$ cat src/rtl/riscv_pkg.sv
// Shared RISC-V core definitions: operand width and branch funct3 encodings.
package riscv_pkg;

    localparam int XLEN = 64;

    typedef enum logic [2:0] {
        BEQ  = 3'b000,
        BNE  = 3'b001,
        BLT  = 3'b100,
        BGE  = 3'b101,
        BLTU = 3'b110,
        BGEU = 3'b111
    } branch_funct_e;

endpackage

$ cat src/rtl/riscv_branch_cmp.sv
// Combinational branch comparator: one XLEN+1-bit subtraction yields less-than;
// equality comes from an XOR reduction.
module riscv_branch_cmp #(
    parameter int XLEN = 64
) (
    input  logic [XLEN-1:0] rs1,
    input  logic [XLEN-1:0] rs2,
    input  logic            is_unsigned,
    output logic            eq,
    output logic            lt
);

    logic [XLEN:0] op_a;
    logic [XLEN:0] op_b;
    logic [XLEN:0] diff;

    // The extension bit makes the MSB of the wide difference the exact less-than,
    // with no overflow case in either signedness.
    always_comb begin
        op_a = {(~is_unsigned & rs1[XLEN-1]), rs1};
        op_b = {(~is_unsigned & rs2[XLEN-1]), rs2};
        diff = op_a - op_b;
        lt   = diff[XLEN];
        eq   = ((rs1 ^ rs2) == '0);
    end

endmodule

$ cat src/rtl/riscv_branch_unit.sv
// Execute-stage branch condition unit: decodes the condition code, compares
// rs1/rs2 and registers the taken decision for PC-select one cycle later.
module riscv_branch_unit #(
    parameter int XLEN = riscv_pkg::XLEN
) (
    input  logic            i_riscv_branch_clk,
    input  logic            i_riscv_branch_rst_n,
    input  logic [3:0]      i_riscv_branch_cond,
    input  logic [XLEN-1:0] i_riscv_branch_rs1data,
    input  logic [XLEN-1:0] i_riscv_branch_rs2data,
    output logic            o_riscv_branch_taken
);

    import riscv_pkg::*;

    logic          cmp_eq;
    logic          cmp_lt;
    logic          taken_d;
    logic          taken_q;
    branch_funct_e funct;

    // BLTU and BGEU are the only codes with funct3[1] set among the valid branches.
    riscv_branch_cmp #(
        .XLEN(XLEN)
    ) u_cmp (
        .rs1        (i_riscv_branch_rs1data),
        .rs2        (i_riscv_branch_rs2data),
        .is_unsigned(i_riscv_branch_cond[1]),
        .eq         (cmp_eq),
        .lt         (cmp_lt)
    );

    always_comb begin
        taken_d = 1'b0;
        funct   = branch_funct_e'(i_riscv_branch_cond[2:0]);
        if (i_riscv_branch_cond[3]) begin
            case (funct)
                BEQ:     taken_d = cmp_eq;
                BNE:     taken_d = ~cmp_eq;
                BLT:     taken_d = cmp_lt;
                BGE:     taken_d = ~cmp_lt;
                BLTU:    taken_d = cmp_lt;
                BGEU:    taken_d = ~cmp_lt;
                default: taken_d = 1'b0;
            endcase
        end
    end

    always_ff @(posedge i_riscv_branch_clk or negedge i_riscv_branch_rst_n) begin
        if (!i_riscv_branch_rst_n) begin
            taken_q <= 1'b0;
        end else begin
            taken_q <= taken_d;
        end
    end

    assign o_riscv_branch_taken = taken_q;

endmodule

$ cat config.mk
export PLATFORM = sky130hd
export DESIGN_NAME = riscv_branch_unit
export DESIGN_NICKNAME = d
export VERILOG_FILES = /design/src/rtl/riscv_pkg.sv /design/src/rtl/riscv_branch_cmp.sv /design/src/rtl/riscv_branch_unit.sv
export SDC_FILE = /design/constraint.sdc
export NUM_CORES = 1
export LEC_CHECK = 0
export BUFFER_PORTS_ARGS = -buffer_cell sky130_fd_sc_hd__clkbuf_2
export CORE_MARGIN = 5
export CORE_UTILIZATION = 40
export CTS_CLUSTER_DIAMETER = 120
export DETAILED_ROUTE_END_ITERATION = 10
export GPL_ROUTABILITY_DRIVEN = 1
export PLACE_DENSITY = 0.82
export SLEW_MARGIN = 40
export SYNTH_ARGS = -nofsm -noshare
export SYNTH_HDL_FRONTEND = slang
export SYNTH_HIERARCHICAL = 1
export SYNTH_SLANG_ARGS = --single-unit
$ cat constraint.sdc
create_clock -name i_riscv_branch_clk -period 0.8 [get_ports i_riscv_branch_clk]
set_clock_uncertainty 0.05 [all_clocks]
set_input_delay 0.04 -clock i_riscv_branch_clk [delete_from_list [all_inputs] [get_ports i_riscv_branch_clk]]
set_output_delay 0.04 -clock i_riscv_branch_clk [all_outputs]
set_load 0.005 [all_outputs]
==> flow_summary.toml, run 1 <==
[layout]
finalNonFillerCells = 448
nets = 598
largest_reg_flops = 1
drive_gt1_share_pct = 46.98
layout_common_cells = "clkbuf_2 (126), inv_1 (57), ha_1 (57)"
fin_area_um2 = 2833
n_antenna_cell = 0
area_delta_synth_final_pct = 69.72
fillers = 306
layout_commonest_cell = "clkbuf_2"

[sta]
slew_violations = 0
rsz0062_at_grt = "yes"
relSlewSlack_pct = 76.60
fmax_ghz = 0.4143
worstMarginPinSlew_ns = 0.3483
fin_crit_sh_pct = 301.7
worst_slack_ns = -1.614
whs_ns = 0.2389
setup_viol = 1
period_minus_slack_ns = 2.414
hold_viol = 0

[critical_path]
worst_path_dominant_cell_family = "simple AND/OR/NAND/NOR gates"
critical_path.slowest_cell = "nor4_2"
cp_max_fo = 2
crit_top_cell = "nand4_1"
end_kind = "flop"
worstPathArrival_ns = 2.24
start_kind = "input pin"
crit_type = "in -> reg"
max_stage_delay_ns = 0.36
cp-startpoint = "i_riscv_branch_rs2data[25]"
critical_path_required_ns = 0.63
cp_num_buf_inv = 2
worstPathCellList = "buf_6 > inv_2 > ha_4 > nand4_1 > nor4_2 > nor3b_2 > nand4_1 > o221ai_2 > nor3_2 > xor2_1 > a221o_1 > and3_1"

[detailed_routing]
wl_per_cell_um = 13.02
drt_first_iter_violations = 60
vias_per_cell = 5.040
first_pass_iters = 4
vias = 2258
drc = 0
routed_wl_mm = 5.831
ant_nets = 0

[floorplan]
initial_core_util_pct = 41.43
die_area_um2 = 5564
fp-row-count = 23
die_w_um = 74.60
die_y_um = 74.60
io_pins = 135
design.core.area_um2 = 4029

[power]
power_density_nw_per_um2 = 488.9
ir_drop_mv = 0.2240
p_leak_nw = 1.768

[global_route]
grt_pass1_vias = 2233
grt_pass1_wl_mm = 8.114
grt_overflow = 0
met2_usage_pct = 37.46
grt.total_usage_pct = 17.67
met1_usage_pct = 18.33
antenna_found_initial = 0
grt_max_degree = 5
grt_use_met3_pct = 2.297
grt-busiest-layer = "met2"

[logic_synthesis]
ys_seq_elements = 1
synthAdderAreaFrac_pct = 47.98
seq_area_frac_synth_pct = 1.499
synth.area.top_cells = "ha_1 (48%), inv_1 (15%), a21oi_1 (8.1%)"
syn_area_um2 = 1669
yosys_warnings = 6
netlist.area_leader.share_pct = 47.98
yosysUniqueCellTypes = 29
yosysTopAreaCell = "ha_1"
netlist_instances = 235
synth_compound_area_share_pct = 19.04
synthMuxAreaShare_pct = 0
syn_avg_cell_area_um2 = 7.103
synth_nets = 433
yosys.area_share.simple_pct = 15.82
synth_xor_area_share_pct = 1.049
synth_top_family_by_area = "adder cells"

[run_status]
status = "finished with violations"
violations = "negative setup slack"

[clock_network]
path_clk_slew_ns = 0

[worst_hold_path]
hold_start = "i_riscv_branch_cond[3]"
min_path_type = "in -> reg"

[placement]
post-dp-hpwl_mm = 4.903
routabilityCongestion = 0.8029
numPortBuffers = 134
dpl_cell_area_um2 = 2633
dp.cells = 442

[run]
maxCapViolCount = 0
[final timing paths]
check	end	cells past startpoint	slack, ns
min in group asynchronous	o_riscv_branch_taken	2	0.32
max in group asynchronous	o_riscv_branch_taken	2	0.29
hold / removal	o_riscv_branch_taken	2	0.24
setup / recovery	o_riscv_branch_taken	12	-1.61
[cells by family after synthesis]
| kind of cell | count (synthesis) |
|---|---|
| buffers and inverters | 65 |
| adder cells (fa/ha/maj) | 64 |
| flip-flops | 1 |
| AO/OA/AOI/OAI | 52 |
| AND/OR/NAND/NOR | 51 |
| XOR/XNOR | 2 |
[metrics by stage]
| stage | util, % | TNS [ns] | setup WS, ns | total power [W] |
|---|---|---|---|---|
| after floorplan | - | -1.295 | -1.295 | 0.0006382 |
| after global placement | 65.34 | -1.541 | -1.541 | 0.001199 |
| final | 70.31 | -1.614 | -1.614 | 0.001385 |
| after global routing | 70.31 | -1.845 | -1.845 | 0.001559 |
| after CTS | 65.99 | -1.521 | -1.521 | 0.001264 |
| after detailed placement | 65.34 | -1.592 | -1.592 | 0.001243 |
[power by group]
group / internal [W] / switching (W)
logic: 0.000742 / 0.000585
registers: 0.0000560 / 0.00000176
clock network: 0 / 0
[Yosys cell counts]
cell	instances
inv_1	65
ha_1	64
a21oi_1	27
nand4_1	13
nand2_1	11
nand3_1	8
a21o_1	7
nor2_1	7
o21ai_0	6
nor3_1	4
a211oi_1	3
a221o_1	2
nor4_1	2
a21boi_0	1
a22o_1	1
and3_1	1
dfrtp_1	1
nand2b_1	1
nor2b_1	1
nor3b_1	1
nor4b_1	1
o211ai_1	1
o221ai_1	1
o311ai_0	1
o31a_1	1
o31ai_1	1
or4_1	1
xnor2_1	1
xor2_1	1
[metal layers]
metal | up-vias | part of all wire, %
li1 | 1151 | -
met1 | 993 | 36
met2 | 100 | 53
met3 | 14 | 9.8
met4 | 0 | 1.9
met5 | - | 0
[layout make-up]
| cell class | instances | area, µm² | area share [%] |
|---|---|---|---|
| multi-input combinational | 169 | 1540 | 54.37 |
| timing repair buffer | 163 | 943.4 | 33.30 |
| inverter | 65 | 261.5 | 9.231 |
| tap | 50 | 62.56 | 2.208 |
| sequential | 1 | 25.02 | 0.8834 |
[what timing repair did]
item,in CTS,in global routing
pin swaps,1,12
hold endpoints to repair,1,0
resized for setup,4,24
endpoints found under the setup margin,1,1
buffers inserted,0,5
hold buffers,1,0
No activity file was read; power rests on OpenSTA's default activity.
==> run 2, diff against run 1 <==
--- a/config.mk
+++ b/config.mk
@@ -7,11 +7,11 @@
 export LEC_CHECK = 0
 export BUFFER_PORTS_ARGS = -buffer_cell sky130_fd_sc_hd__clkbuf_2
 export CORE_MARGIN = 5
-export CORE_UTILIZATION = 40
+export CORE_UTILIZATION = 35
 export CTS_CLUSTER_DIAMETER = 120
 export DETAILED_ROUTE_END_ITERATION = 10
 export GPL_ROUTABILITY_DRIVEN = 1
-export PLACE_DENSITY = 0.82
+export PLACE_DENSITY = 0.73
 export SLEW_MARGIN = 40
 export SYNTH_ARGS = -nofsm -noshare
 export SYNTH_HDL_FRONTEND = slang
==> flow_summary.toml, run 2 (synthesis results as in run 1) <==
[critical_path]
end_kind = "flop"
cp-startpoint = "i_riscv_branch_rs2data[11]"
start_kind = "input pin"
crit_type = "in -> reg"
max_stage_delay_ns = 0.55
critical_path.slowest_cell = "or4_4"
cp_num_buf_inv = 2
cp_max_fo = 3
worst_path_dominant_cell_family = "simple AND/OR/NAND/NOR gates"
worstPathArrival_ns = 2.22
worstPathCellList = "clkbuf_16 > inv_12 > ha_4 > nand4_1 > or4_4 > a21oi_4 > nor4b_2 > o221ai_1 > nor3_1 > xor2_1 > a221o_1 > and3_1"
critical_path_required_ns = 0.63

[power]
power_density_nw_per_um2 = 471.7
ir_drop_mv = 0.2282
p_leak_nw = 1.759

[layout]
largest_reg_flops = 1
layout_commonest_cell = "clkbuf_2"
layout_common_cells = "clkbuf_2 (125), inv_1 (57), ha_1 (57)"
nets = 594
n_antenna_cell = 0
area_delta_synth_final_pct = 68.52
drive_gt1_share_pct = 45.43
finalNonFillerCells = 448

[detailed_routing]
routed_wl_mm = 5.304
ant_nets = 0
first_pass_iters = 4
vias = 2124
drc = 0
vias_per_cell = 4.741
wl_per_cell_um = 11.84
drt_first_iter_violations = 27

[placement]
numPortBuffers = 134
post-dp-hpwl_mm = 4.920
post-place-ws_ns = -1.611
routabilityCongestion = 0.8181
dp.cells = 446

[sta]
rsz0062_at_grt = "yes"
hold_viol = 0
fmax_ghz = 0.4182
worst_slack_ns = -1.591
whs_ns = 0.2466
period_minus_slack_ns = 2.391
relSlewSlack_pct = 76.03
fin_setup_tns_ns = -1.591
slew_violations = 0
worstMarginPinSlew_ns = 0.3568
setup_viol = 1
fin_crit_sh_pct = 298.9

[floorplan]
fp-row-count = 25
die_y_um = 79.06
die_area_um2 = 6250
die_w_um = 79.06
initial_core_util_pct = 35.81
design.core.area_um2 = 4661
io_pins = 135

[worst_hold_path]
hold-path-cell-count = 2
min_to = "o_riscv_branch_taken"
hold_start = "i_riscv_branch_cond[3]"
min_path_type = "in -> reg"

[global_route]
grt.total_usage_pct = 16.15
antenna_found_initial = 0
grt_pass1_wl_mm = 8.659
grt_pass1_vias = 2214
grt_overflow = 0
grt_max_degree = 5

[run_status]
violations = "negative setup slack"
status = "finished with violations"

[run]
maxCapViolCount = 0

[clock_network]
path_clk_slew_ns = 0
run 2: cell types whose count changed in the layout (fill, tap and decap cells not counted), sizes merged:
| cell | previous run | this run |
|---|---|---|
| buf | 35 | 31 |
run 2: report_power, final:
part	internal [W]	total (W)	switching, W
Sequential	0.0000560	0.0000570	0.00000108
Clock	0	0	0
Combinational	0.000719	0.00127	0.000550
run 2: per-stage QoR:
| stage | power, W | utilization [%] | cell area (µm²) |
|---|---|---|---|
| 4_1_cts | 0.001276 | 57.96 | 2701 |
| 6_report | 0.001327 | 60.35 | 2813 |
| 3_3_place_gp | 0.001204 | 56.59 | 2638 |
| 3_5_place_dp | 0.001239 | 56.59 | 2638 |
| 5_1_grt | 0.001523 | 60.35 | 2813 |
| 2_1_floorplan | 0.0006382 | - | 1727 |
run 2: area by class of cell:
class                      instances  area [µm²]
inverter                          65       261.5
timing repair buffer             159       933.4
multi-input combinational        169        1525
sequential                         1       25.02
fill                             423        1848
tap                               54       67.56
run 2: worst max-delay path by stage:
stage | to | depth (start not counted)
6_report | o_riscv_branch_taken | 12
5_1_grt | o_riscv_branch_taken | 11
4_1_cts | o_riscv_branch_taken | 12
3_5_place_dp | o_riscv_branch_taken | 12
3_3_place_gp | o_riscv_branch_taken | 12
2_1_floorplan | o_riscv_branch_taken | 11
run 2: what timing repair did:
action / 4_1_cts / 5_1_grt
setup endpoints to repair: 1 / 1
hold buffers: 1 / 0
buffers inserted: 0 / 1
gates cloned: 0 / 0
endpoints found under the hold margin: 1 / 0
pin swaps: 6 / 16
gates resized for setup: 9 / 18
run 2: per-layer routing:
metal,vias to the layer above,GRT usage (%),share of wire [%]
met5,-,0,0
met3,0,2.154,8.1
li1,1139,-,-
met2,73,33.00,55
met1,912,18.53,37
met4,0,0,0
==> run 3, diff against run 2 <==
--- a/config.mk
+++ b/config.mk
@@ -12,6 +12,7 @@
 export DETAILED_ROUTE_END_ITERATION = 10
 export GPL_ROUTABILITY_DRIVEN = 1
 export PLACE_DENSITY = 0.73
+export SKIP_CTS_REPAIR_TIMING = 1
 export SLEW_MARGIN = 40
 export SYNTH_ARGS = -nofsm -noshare
 export SYNTH_HDL_FRONTEND = slang
==> constraint.sdc (replaced) <==
create_clock -name i_riscv_branch_clk -period 0.8 [get_ports i_riscv_branch_clk]
set_clock_uncertainty 0.05 [all_clocks]
set_input_delay 0.08 -clock i_riscv_branch_clk [delete_from_list [all_inputs] [get_ports i_riscv_branch_clk]]
set_output_delay 0.08 -clock i_riscv_branch_clk [all_outputs]
set_load 0.005 [all_outputs]
==> flow_summary.toml, run 3 (synthesis results as in run 1) <==
[run_status]
status = "finished with violations"
violations = "negative setup slack"

[sta]
fmax_ghz = 0.4121
worst_slack_ns = -1.627
rsz0062_at_grt = "yes"
slew_violations = 0
relSlewSlack_pct = 76.16
period_minus_slack_ns = 2.427
whs_ns = 0.2901
hold_viol = 0
worstMarginPinSlew_ns = 0.3548
fin_crit_sh_pct = 303.4
setup_viol = 1

[detailed_routing]
first_pass_iters = 4
vias = 2094
wl_per_cell_um = 11.72
drc = 0
ant_nets = 0
vias_per_cell = 4.685
routed_wl_mm = 5.239
drt_first_iter_violations = 24

[power]
ir_drop_mv = 0.2110
power_density_nw_per_um2 = 473.9
power.total_w = 0.001319
p_leak_nw = 1.741

[floorplan]
fp-row-count = 25
initial_core_util_pct = 35.81
die_area_um2 = 6250
die_y_um = 79.06
io_pins = 135
design.core.area_um2 = 4661
die_w_um = 79.06

[placement]
post-place-ws_ns = -1.640
dp.cells = 446
post-dp-hpwl_mm = 4.829
routabilityCongestion = 0.8190
numPortBuffers = 134

[layout]
layout_commonest_cell = "clkbuf_2"
layout_common_cells = "clkbuf_2 (128), inv_1 (57), ha_1 (56)"
nets = 593
finalNonFillerCells = 447
drive_gt1_share_pct = 45.80
area_delta_synth_final_pct = 66.72
largest_reg_flops = 1
n_antenna_cell = 0

[critical_path]
critical_path_required_ns = 0.63
crit_type = "in -> reg"
start_kind = "input pin"
max_stage_delay_ns = 0.56
worstPathCellList = "buf_8 > inv_12 > ha_4 > nand4_1 > or4_4 > a21oi_2 > nor4b_2 > o221ai_2 > nor3_2 > xor2_1 > a221o_1 > and3_1"
cp-startpoint = "i_riscv_branch_rs2data[11]"
critical_path.slowest_cell = "or4_4"
cp_max_fo = 3
end_kind = "flop"
worstPathArrival_ns = 2.26

[clock_network]
path_clk_slew_ns = 0

[worst_hold_path]
hold_start = "i_riscv_branch_cond[3]"
min_path_type = "in -> reg"

[run]
maxCapViolCount = 0

[global_route]
grt_pass1_vias = 2074
grt_overflow = 0
grt_pass1_wl_mm = 7.941
grt.total_usage_pct = 14.78
antenna_found_initial = 0
grt_max_degree = 5
-- run 3: metal layers --
metal	global-route usage, %	routed length (µm)	vias up
li1	-	-	1140
met1	16.97	2043	880
met2	29.88	2786	72
met3	2.041	378	2
met4	0.5155	30	0
met5	0	0	-
-- run 3: metrics by stage --
step | utilization, % | TNS [ns] | instance area, µm²
floorplan | - | -1.335 | 1727
global placement | 56.59 | -1.584 | 2638
finish | 59.70 | -1.627 | 2783
detailed placement | 56.59 | -1.640 | 2638
global route | 59.70 | -1.712 | 2783
CTS | 56.59 | -1.642 | 2638
-- run 3: worst paths after layout --
| kind | cells past startpoint | slack (ns) | to |
|---|---|---|---|
| max | 12 | -1.63 | o_riscv_branch_taken |
| min | 2 | 0.29 | o_riscv_branch_taken |
| max in group asynchronous | 2 | 0.24 | o_riscv_branch_taken |
| min in group asynchronous | 2 | 0.37 | o_riscv_branch_taken |
-- run 3: final cells by class --
| class | count | area, µm² |
|---|---|---|
| fillers | 417 | 1878 |
| flip-flops and latches | 1 | 25.02 |
| inverters | 65 | 259.0 |
| repair buffers | 158 | 894.6 |
| multi-input cells | 169 | 1536 |
| well taps | 54 | 67.56 |
-- run 3: where the power goes --
part / internal, W / switching, W / total, W
sequential: 0.0000559 / 0.000000898 / 0.0000568
combinational: 0.000712 / 0.000550 / 0.00126
clock: 0 / 0 / 0
-- run 3: critical path: cells and delay by family --
kind | cells | cell delay (ns)
simple gates | 5 | 0.96
fa+ha+maj | 1 | 0.25
compound gates | 3 | 0.68
buf+inv | 2 | 0.13
xor+xnor | 1 | 0.15
